### src/rtl/scan_chain_loader_pkg.sv
// Shared definitions for the scan-chain loader: controller state encoding,
// default geometry and the counter-width helper.
package scan_chain_loader_pkg;

  localparam int CHAIN_LEN_DEF = 64;
  localparam int WORD_W_DEF    = 8;

  typedef enum logic [1:0] {
    ST_IDLE = 2'd0,
    ST_LOAD = 2'd1,
    ST_READ = 2'd2,
    ST_DONE = 2'd3
  } state_t;

  // Bits needed to hold a count from 0 to n inclusive.
  function automatic int cnt_w(input int n);
    return (n < 1) ? 1 : $clog2(n + 1);
  endfunction

endpackage

### src/rtl/scan_word_shifter.sv
// One-word shift register with a bit index.
//   load    : parallel load din, index to 0 (serializer side)
//   shift   : shift left one bit, index+1; MSB is the outgoing bit
//   capture : write bit_in at position WORD_W-1-index, index+1 (deserializer);
//             with clear also set, the word restarts from empty in the same edge
//   clear   : word and index to 0
// Ports: clk, rst (async high), load, din, shift, clear, capture, bit_in,
//        word (current contents), idx (bits shifted/captured so far).
module scan_word_shifter #(
  parameter  int WORD_W = 8,
  localparam int IW     = $clog2(WORD_W + 1)
) (
  input  logic              clk,
  input  logic              rst,
  input  logic              load,
  input  logic [WORD_W-1:0] din,
  input  logic              shift,
  input  logic              clear,
  input  logic              capture,
  input  logic              bit_in,
  output logic [WORD_W-1:0] word,
  output logic [IW-1:0]     idx
);

  logic [WORD_W-1:0] base_w, cap_w;
  logic [IW-1:0]     base_i;

  // Captures land MSB first, so a short final word ends up left-aligned
  // with zero padding below it.
  always_comb begin
    base_w = clear ? '0 : word;
    base_i = clear ? '0 : idx;
    cap_w  = base_w;
    for (int i = 0; i < WORD_W; i++)
      if (base_i == IW'(WORD_W - 1 - i)) cap_w[i] = bit_in;
  end

  always_ff @(posedge clk or posedge rst) begin
    if (rst) begin
      word <= '0;
      idx  <= '0;
    end else if (load) begin
      word <= din;
      idx  <= '0;
    end else if (capture) begin
      word <= cap_w;
      idx  <= base_i + IW'(1);
    end else if (shift) begin
      word <= {word[WORD_W-2:0], 1'b0};
      idx  <= idx + IW'(1);
    end else if (clear) begin
      word <= '0;
      idx  <= '0;
    end
  end

endmodule

### src/rtl/scan_chain_loader.sv
// Scan-chain controller. Serializes configuration words into the chain head
// (LOAD) and reads the chain back through its tail while recirculating it
// (READ), so a readback leaves the chain unchanged.
// Ports: clk, rst (async high); cmd_load/cmd_read pass requests;
//        in_data/in_valid/in_ready load stream; out_data/out_valid/out_ready
//        readback stream; scan_in/scan_en/scan_out chain port; busy, done.
module scan_chain_loader
  import scan_chain_loader_pkg::*;
#(
  parameter int CHAIN_LEN = CHAIN_LEN_DEF,
  parameter int WORD_W    = WORD_W_DEF
) (
  input  logic              clk,
  input  logic              rst,
  input  logic              cmd_load,
  input  logic              cmd_read,
  input  logic [WORD_W-1:0] in_data,
  input  logic              in_valid,
  output logic              in_ready,
  output logic [WORD_W-1:0] out_data,
  output logic              out_valid,
  input  logic              out_ready,
  output logic              scan_in,
  output logic              scan_en,
  input  logic              scan_out,
  output logic              busy,
  output logic              done
);

  localparam int CW = cnt_w(CHAIN_LEN);
  localparam int IW = $clog2(WORD_W + 1);

  state_t            state, state_nx;
  logic [CW-1:0]     bit_cnt;
  logic [IW-1:0]     buf_left;      // bits of the buffered word still to shift
  logic              scan_en_q, scan_in_q, out_valid_q;
  logic              ld_shift, accept, rd_en, hs, rd_full;
  int                committed, new_len, rd_idx_nx;
  logic [WORD_W-1:0] ser_word, des_word;
  logic [IW-1:0]     ser_idx, des_idx;
  logic              unused_ser;

  assign ld_shift = (state == ST_LOAD) && (buf_left != '0);
  assign hs       = out_valid_q && out_ready;

  always_comb begin
    // Bits shifted plus bits still held: the chain positions already claimed.
    committed = int'(bit_cnt) + int'(buf_left);
    new_len   = CHAIN_LEN - committed;
    if (new_len > WORD_W) new_len = WORD_W;
  end

  // Ready when empty or on the buffer's last bit, so words follow gaplessly.
  assign in_ready = (state == ST_LOAD) &&
                    (buf_left == '0 || buf_left == IW'(1)) &&
                    (committed < CHAIN_LEN);
  assign accept   = in_valid && in_ready;

  // A presented word blocks shifting until it is taken; on the handshake
  // cycle the next capture restarts the assembly register.
  assign rd_en = (state == ST_READ) && (bit_cnt != CW'(CHAIN_LEN)) &&
                 (!out_valid_q || out_ready);

  always_comb begin
    rd_idx_nx = (hs ? 0 : int'(des_idx)) + 1;
    rd_full   = rd_en && (rd_idx_nx == WORD_W || int'(bit_cnt) + 1 == CHAIN_LEN);
  end

  scan_word_shifter #(.WORD_W(WORD_W)) u_ser (
    .clk(clk), .rst(rst), .load(accept), .din(in_data), .shift(ld_shift),
    .clear(1'b0), .capture(1'b0), .bit_in(1'b0), .word(ser_word), .idx(ser_idx)
  );

  scan_word_shifter #(.WORD_W(WORD_W)) u_des (
    .clk(clk), .rst(rst), .load(1'b0), .din('0), .shift(1'b0),
    .clear(state == ST_IDLE || hs), .capture(rd_en), .bit_in(scan_out),
    .word(des_word), .idx(des_idx)
  );

  // Only the outgoing MSB of the serializer matters here.
  assign unused_ser = &{1'b0, ser_word[WORD_W-2:0], ser_idx};

  always_comb begin
    state_nx = state;
    case (state)
      ST_IDLE: if (cmd_load)      state_nx = ST_LOAD;
               else if (cmd_read) state_nx = ST_READ;
      ST_LOAD: if (bit_cnt == CW'(CHAIN_LEN)) state_nx = ST_DONE;
      ST_READ: if (bit_cnt == CW'(CHAIN_LEN) && hs) state_nx = ST_DONE;
      default: state_nx = ST_IDLE;
    endcase
  end

  always_ff @(posedge clk or posedge rst) begin
    if (rst) begin
      state       <= ST_IDLE;
      bit_cnt     <= '0;
      buf_left    <= '0;
      scan_en_q   <= 1'b0;
      scan_in_q   <= 1'b0;
      out_valid_q <= 1'b0;
    end else begin
      state     <= state_nx;
      scan_en_q <= ld_shift;
      scan_in_q <= ld_shift & ser_word[WORD_W-1];
      if (state == ST_IDLE)       bit_cnt <= '0;
      else if (ld_shift || rd_en) bit_cnt <= bit_cnt + CW'(1);
      if (accept)        buf_left <= IW'(new_len);
      else if (ld_shift) buf_left <= buf_left - IW'(1);
      if (state != ST_READ) out_valid_q <= 1'b0;
      else                  out_valid_q <= rd_full || (out_valid_q && !out_ready);
    end
  end

  // In READ the tail feeds the head directly so the chain recirculates.
  assign scan_in   = (state == ST_READ) ? scan_out : scan_in_q;
  assign scan_en   = scan_en_q | rd_en;
  assign out_data  = des_word;
  assign out_valid = out_valid_q;
  assign busy      = (state == ST_LOAD) || (state == ST_READ);
  assign done      = (state == ST_DONE);

endmodule
### config.mk
export PLATFORM = sky130hd
export DESIGN_NAME = scan_chain_loader
export DESIGN_NICKNAME = d
export VERILOG_FILES = /design/src/rtl/scan_chain_loader_pkg.sv /design/src/rtl/scan_word_shifter.sv /design/src/rtl/scan_chain_loader.sv
export SDC_FILE = /design/constraint.sdc
export NUM_CORES = 1
export LEC_CHECK = 0
export CAP_MARGIN = 20
export CORE_AREA = 2 2 60 118
export DETAILED_ROUTE_END_ITERATION = 7
export DIE_AREA = 0 0 62 120
export GPL_ROUTABILITY_DRIVEN = 0
export MAX_ROUTING_LAYER = met4
export PLACE_DENSITY = 0.54
export SETUP_SLACK_MARGIN = 0.2
export SLEW_MARGIN = 20
export SYNTH_ARGS = -nofsm -noshare
export SYNTH_HDL_FRONTEND = slang
export SYNTH_SLANG_ARGS = --single-unit
### constraint.sdc
create_clock -name clk -period 3.6 [get_ports clk]
set_clock_uncertainty 0.1 [all_clocks]
set_input_delay 0.72 -clock clk [delete_from_list [all_inputs] [get_ports clk]]
set_output_delay 0.72 -clock clk [all_outputs]
set_load 0.02 [all_outputs]
==> flow_summary_export.csv <==
group,metric,value,unit
setup_path,crit_required,2.78,ns
routing,viasPerCell,5.33,
hold_path,min_path_cells,2,
sta,slew-limit-headroom,0.435,
routing,ant_nets,0,
logic_synthesis,synthTopCellsByArea,"dfrtp_1 36%, ha_1 9.0%, a21oi_1 5.8%",
logic_synthesis,syn-num-nets,319,
floorplan,core_area,0.00657,sq mm
logic_synthesis,synthArstFlopShare,1.00,
sta,fin_ws,0.313,ns
floorplan,chipHeight,120,um
floorplan,start_util,0.382,
sta,setup_violations,0,
setup_path,crit_path_end_kind,"output port",
setup_path,rrSetupSlack,0.49,ns
sta,slew_violations,0,
logic_synthesis,ys_types,54,
logic_synthesis,synth_edf_count,0,
logic_synthesis,synth.avg_cell_area,8.81,sq um
sta,hold_slack,0.400,ns
clock_network,tritoncts,"yes",
sta,fin_crit_sh,0.913,
final_layout,syn_to_final_growth,23.4,%
logic_synthesis,seq_area_frac_synth,0.359,
setup_path,timing.rr.end,"buf_left[1]",
pwr,seqPwrFrac,0.242,
logic_synthesis,synth_ff_type,"dfrtp_1",
final_layout,final_area,0.00310,sq mm
sta,worst_slew_pin_slew,0.846,ns
setup_path,reg2reg_from,"bit_cnt[0]",
pwr,p_comb_frac,0.593,
logic_synthesis,synth.largest_area_cell,"dfrtp_1",
clock_network,clockBufferDepth,2,
hold_path,worstHoldEndpoint,"scan_in_q",
place,placed_cell_area,0.00290,sq mm
hold_path,hold_path.class,"flip-flop to flip-flop",
global_route,grt_max_degree,26,
routing,wl,6170,um
sta,period_needed,3.29,ns
final_layout,final_util,0.472,
routing,remaining_drc_errors,0,
pwr,clkPwrFrac,0.166,
clock_network,cts_buffers,5,
routing,drtIter0Drc,90,
final_layout,finalNetCount,351,
pwr,leakage,1.36,nW
setup_path,cp_slowest_stage_delay,0.60,ns
global_route,grt_usage,0.187,
final_layout,fillCellCount,639,
routing,drt_first_pass_iters,4,
clock_network,htreeDepth,2,
logic_synthesis,syn-cell-area,0.00251,sq mm
pwr,power_switching,1.14,mW
place,io_buffers,28,
clock_network,cts-root-buf,"clkbuf_16",
floorplan,rows,42,
logic_synthesis,synth_warnings,0,
logic_synthesis,synth_top_area_share,0.359,
sta,hold_viol,0,
pwr,p_int,1.44,mW
pwr,total_power,2.58,mW
floorplan,die_w,62,um
place,dp_hpwl,4720,um
pwr,vdd_drop_max,402,uV
floorplan,die_area,0.00744,sq mm
setup_path,path_common_cell,"o21a_1",
setup_path,start_kind,"flip-flop",
sta,fmaxAchievable,304,MHz
pwr,sw_frac_of_total,0.441,
setup_path,worst-endpoint-arrival,2.47,ns
final_layout,diodes,0,
run_status,outcome,"complete, no violations",
logic_synthesis,synth-seq-cells,36,
place,dp.cells,395,
hold_path,worstHoldStart,"u_ser.word[7]",
logic_synthesis,synthCells,285,
clock_network,path_clk_slew,0.06,ns
place,dp_slack,0.0311,ns
floorplan,io_pins,29,
final_layout,layout.cells.non_filler,406,
setup_path,rr_worst_depth,11,
sta,fin_setup_tns,0,ns
setup_path,worst-setup-path-type,"flip-flop to output port",
routing,detail_route.wl_per_cell,15.2,um
setup_path,slowest_stage,"fa_2",
global_route,grt_overflow,0,
global_route,grt_pass1_wl,10100,um
logic_synthesis,synth_most_common_cell,"nand2_1",
pwr,powerDensity,834,mW/mm^2
setup_path,cp_max_fo,4,
setup_path,crit_path_cell_trace,"ha_4 > fa_2 > inv_1 > ha_1 > nor4_4 > o21a_1 > o21a_1 > buf_2",
global_route,antenna_found_initial,0,
sta,rsz0062_at_grt,"no",
clock_network,clkSinkCount,36,
routing,vias,2164,
global_route,grt_pass1_vias,2064,
clock_network,clkLatencyLatePin,0.28,ns
logic_synthesis,synthTopCellsByCount,"38 x nand2_1, 36 x dfrtp_1, 29 x a21oi_1, 18 x ha_1, 18 x inv_1",
final_layout,final_layout_size_suffix_gt1_frac,0.135,
job,cap_violations,0,
registers in the layout (all words and copies together) (netlist names):
signal / cells
scan_en_q: 1
u_des.word: 8
u_ser.word: 8
u_des.idx: 4
state: 2
out_valid: 1
buf_left: 4
scan_in_q: 1
bit_cnt: 7
cells in the final DEF (no fill, tap or decap), drive strengths merged, types with 9 or more instances in the layout:
master	n
dfrtp	36
nand3	9
nor2	17
a21oi	30
inv	18
nand2	38
clkdlybuf4s50	27
buf	12
ha	18
critical path, delay by kind of cell, from the launching register on:
kind,cells,cell delay (ns)
simple gates,1,0.25
fa+ha+maj,3,1.02
compound gates,2,0.26
flops,1,0.44
buf+inv,2,0.22
cells by family after synthesis:
| family | count (synthesis) | share of synthesized area |
|---|---|---|
| buffers and inverters | 32 | 0.0508 |
| DFF | 36 | 0.359 |
| adders and majority gates | 19 | 0.0977 |
| and+or+nand+nor | 91 | 0.176 |
| AOI/OAI and AO/OA | 84 | 0.230 |
| muxes | 7 | 0.0299 |
| xor gates and xnor gates | 16 | 0.0558 |
repair_timing:
item,in CTS,in global routing
pin swaps,2,2
setup buffers,1,2
hold buffers,0,0
setup endpoints to repair,1,1
resized for setup,8,3
power by group through the flow:
| stage | combinational, mW | sequential [mW] | clock, mW |
|---|---|---|---|
| floorplan | 1.00 | 0.631 | 0 |
| global placement | 1.43 | 0.624 | 0 |
| detailed placement | 1.43 | 0.627 | 0 |
| CTS | 1.46 | 0.620 | 0.439 |
| global route | 1.70 | 0.644 | 0.456 |
| finish | 1.53 | 0.624 | 0.428 |
routing by layer:
metal / GRT usage / part of all wire
met5: - / 0
met3: 0.0334 / 0.024
met1: 0.187 / 0.36
met4: 0.0785 / 0.028
met2: 0.333 / 0.59
layout make-up:
cell class              instances  area [sq um]  share of cell area
multi-input cells             217          1520               0.489
flip-flops and latches         36           902               0.291
well taps                      88           110              0.0355
clock buffers                   5           125              0.0404
clock inverters                 3          18.8             0.00606
inverters                      18          67.6              0.0218
repair buffers                 39           358               0.116
worst max-delay path by stage:
stage | from | endpoint | slack [ns] | cells after the start
after CTS | bit_cnt[0] | in_ready | 0.22 | 8
after detailed placement | bit_cnt[0] | in_ready | 0.03 | 8
after global placement | bit_cnt[0] | in_ready | 0.1 | 7
final | bit_cnt[0] | in_ready | 0.31 | 8
after floorplan | buf_left[0] | in_ready | 0.47 | 7
after global routing | bit_cnt[0] | in_ready | 0.22 | 8
(Power assumes the default switching activity.)
==> RTL change 1: new RTL, config.mk and constraints unchanged <==
Encoding of `state_t`: now Gray code (2 bits for 4 states).
--- a/src/rtl/scan_chain_loader_pkg.sv
+++ b/src/rtl/scan_chain_loader_pkg.sv
@@ -6,10 +6,10 @@
   localparam int WORD_W_DEF    = 8;
 
   typedef enum logic [1:0] {
-    ST_IDLE = 2'd0,
-    ST_LOAD = 2'd1,
-    ST_READ = 2'd2,
-    ST_DONE = 2'd3
+    ST_IDLE = 2'b00,
+    ST_LOAD = 2'b01,
+    ST_READ = 2'b11,
+    ST_DONE = 2'b10
   } state_t;
 
   // Bits needed to hold a count from 0 to n inclusive.
Check against the original RTL: no difference found for any inputs over 10 cycles, from zero or initial values and one cycle with rst high; not proved beyond that.
==> RTL change 1 against the unedited design <==
Clock power increased by 2%; sequential cell count unchanged; synthesized area decreased by 3.1%; wire length decreased by 4.6%; largest cell class unchanged; combinational power increased by 43%; cell area about the same; largest power group unchanged; final cell count decreased by 6.9%; register-to-register slack got worse by 0.05 ns; worst setup slack got worse by 0.21 ns; count of clock-buffer cells in the layout unchanged; synthesized cell count decreased by 14%; power increased by 31%.
==> RTL change 1: results (changes against the unedited design) <==
Layout
  • #MultiIn Comb: 186 (-14%)
  • Multi-input gate area: 1460 um2 (-3.5%)
  • Multi-input combinational area share: 47.3% (-1.7 points)
  • Layout filler cell count: 637 (-0.31%)
  • Layout cells sized above 1: 26.2% (+13 points)
  • Number of nets in the layout: 319 (-9.1%)
  • Clock-cell share: 4.65% (about the same)
  • Inverters: 12 (-6)
  • Post-route core utilization: 47.1% (about the same)
  • Data buffer area share: 13.9% (+2.4 points)
  • Register Area: 901 um2 (-0.14%)

Synthesis
  • Top cells by area, synth: dfrtp_1, ha_1, mux2_2, xnor2_1, a21oi_1
  • Seq/Total Area, Yosys: 37.0% (+1.1 points)

Routing
  • Metal1 wirelength: 2030 um (-7.3%)
  • Met2 wire len: 3450 um (-5.4%)
  • Post-Route WL: 5880 um (-4.6%)

Power
  • Tot Pwr: 3.38 mW (+31%)
  • Leak: 1.32 nW (-3.2%)
  • Sequential group power: 748 uW (+20%)
  • VDD IR max: 633 uV (+58%)

Worst setup path
  • WP data arrival: 2.68 ns (+0.21 ns)
  • Crit-path max FO: 2 (-2)
  • RR Endpoint: buf_left[3]
  • Critical path's slowest cell: fa_1
  • Worst r2r src: buf_left[0]

Placement
  • DP HPWL: 4500 um (-4.6%)
  • Placed insts: 367 (-7.1%)
  • Place WS: 0.0148 ns (-0.0163 ns)

GRT
  • Vias in the first global route: 2,063 (-0.048%)
  • GR Util met1: 17.0% (-1.8 points)
  • First-pass GRT wire length: 9600 um (-4.7%)

Timing
  • Final hold slack: 0.381 ns (-0.0188 ns)

Hold path
  • Hold Crit Depth: 1 (-1)

Status
  • Status: complete, no violations
-- RTL change 1: repair_timing --
action                                  4_1_cts  5_1_grt
cloned                                        0        0
gates resized for setup                       4        9
buffers inserted                              1        2
endpoints found under the setup margin        1        1
pin swaps                                     0        5
-- RTL change 1: cell families after synthesis --
kind of cell,after synthesis,share of synthesized area (%)
muxes,17,7.82
and+or+nand+nor,77,17.0
buffers and inverters,22,4.22
adders and majority gates,15,8.02
xor gates and xnor gates,20,7.20
AOI/OAI and AO/OA,57,18.7
DFF,36,37.0
-- RTL change 1: worst max path at each step --
stage,from,end,slack [ns],cells past startpoint
floorplan,bit_cnt[0],in_ready,0.20,9
global placement,bit_cnt[0],in_ready,0.05,9
detailed placement,bit_cnt[0],in_ready,0.01,9
CTS,bit_cnt[0],in_ready,0.13,9
global route,buf_left[0],in_ready,0.005,9
finish,buf_left[0],in_ready,0.1,9
==> RTL change 2: new RTL, same flow settings <==
Without the edit above. `CHAIN_LEN_DEF`: 64 -> 128.
--- a/src/rtl/scan_chain_loader_pkg.sv
+++ b/src/rtl/scan_chain_loader_pkg.sv
@@ -2,7 +2,7 @@
 // default geometry and the counter-width helper.
 package scan_chain_loader_pkg;
 
-  localparam int CHAIN_LEN_DEF = 64;
+  localparam int CHAIN_LEN_DEF = 128;
   localparam int WORD_W_DEF    = 8;
 
   typedef enum logic [1:0] {
Function: no difference found for any inputs over 10 cycles, from zero or initial values and one cycle with rst high; that may be too few to reach the edited logic, so the function may still have changed.
==> RTL change 2 against the unedited design <==
Wire length is 8.5% lower; worst setup slack better by 0.028 ns; synthesized cell count fell by 8.8%; sequential power about the same; core utilization down 1.5 points; synthesized area is 0.80% lower; power is 12% lower; count of clock-buffer cells in the layout is 1 higher; sequential cell count grew 1; global-route usage down 1.3 points; cell area decreased by 3.2%; critical path type unchanged; largest power group unchanged.
==> RTL change 2: results (changes against the unedited design) <==
Routing
  • TritonRoute pass-1 iters: 4 (unchanged)
  • Post-Route WL: 5640 um (-8.5%)
  • DR iter-0 viols: 61 (-32%)
  • Via Count: 1,948 (-10%)

Clocking
  • Postcts setup bufs: 0 (-1)
  • Worst skew pair latency: 0.28 ns (about the same)
  • Resized cells post-CTS: 1 (-7)

Hold path
  • Hold wc startpoint: u_des.word[4]
  • Worst Hold End: u_des.word[4]

Synthesis
  • Top post-synthesis cells by count: dfrtp_1, nand2_1, nor2_1, ha_1, inv_1
  • Distinct cell type count after synthesis: 57 (+5.6%)
  • Ys async rst share: 100% (unchanged)
  • Synth Net Count: 294 (-7.8%)
  • Seq/Total Area, Yosys: 37.2% (+1.3 points)
  • Top cells by area, synth: dfrtp_1, ha_1, mux2i_1, nand2_1, nor2_1
  • Cells after Synth: 260 (-8.8%)

Layout
  • Post-route insts no fill: 378 (-6.9%)
  • Number of nets in the layout: 324 (-7.7%)

Placement
  • Placed cell area: 2860 um2 (-1.6%)
  • Place WS: 0.339 ns (+0.308 ns)
  • Placed insts: 371 (-6.1%)
  • DP HPWL: 4420 um (-6.5%)

Worst setup path
  • Crit-path max FO: 5 (+1)
  • WP data arrival: 2.44 ns (-0.03 ns)
  • Reg2Reg Depth: 9 (-2)
  • Critical path's slowest cell: dfrtp_1
  • Crit path largest cell delay: 0.43 ns (-0.17 ns)
  • R2R Setup Slk: 0.81 ns (+0.32 ns)

GRT
  • Largest net degree at the start of global routing: 23 (-12%)
  • First-pass GRT wire length: 9380 um (-6.8%)
  • Vias in the first global route: 2,039 (-1.2%)

Power
  • Leak: 1.33 nW (-2.9%)
  • VDD IR max: 326 uV (-19%)

Status
  • Status: complete, no violations

Timing
  • Final period utilization: 90.5% (-0.77 points)
==> RTL change 2: worst register-to-register path: stages, from the launching register on <==
cell	delay [ns]
dfrtp_1	0.43
ha_1	0.26
fa_1	0.41
a21o_1	0.21
nor4_2	0.17
a211oi_2	0.14
nor4b_4	0.35
buf_4	0.34
a211oi_1	0.09
a31o_1	0.20
==> RTL change 2: cells by family (layout without fill, tap and decap cells) <==
family	after synthesis	count (layout)	synth area share, %
adders and majority gates	19	19	9.85
xor gates and xnor gates	14	14	4.92
AOI/OAI and AO/OA	54	54	16.8
and+or+nand+nor	96	96	20.7
DFF	37	37	37.2
muxes	12	12	4.92
buffers and inverters	28	58	5.58
==> RTL change 2: routing by layer <==
metal / wire length [um] / track usage (%) / up-vias / share of wire [%]
met5: 0 / - / - / 0
met4: 123 / 6.52 / 0 / 2.2
met3: 150 / 2.37 / 7 / 2.7
met2: 3300 / 32.2 / 29 / 59
met1: 2060 / 17.2 / 941 / 37
li1: - / - / 971 / -
==> RTL change 2: power by group through the flow <==
stage / combinational [mW] / clock, mW / sequential (mW)
after global placement: 1.20 / 0 / 0.630
after floorplan: 0.866 / 0 / 0.625
after detailed placement: 1.21 / 0 / 0.631
final: 1.21 / 0.436 / 0.624
after global routing: 1.34 / 0.470 / 0.641
after CTS: 1.22 / 0.452 / 0.625
==> RTL change 2: cell type report <==
cell class,count,area [um2],share of cell area (%)
well taps,88,110,3.67
flip-flops and latches,37,926,30.9
inverters,18,67.6,2.25
clock buffers,6,139,4.63
clock inverters,1,7.51,0.250
repair buffers,33,317,10.6
multi-input cells,195,1430,47.8
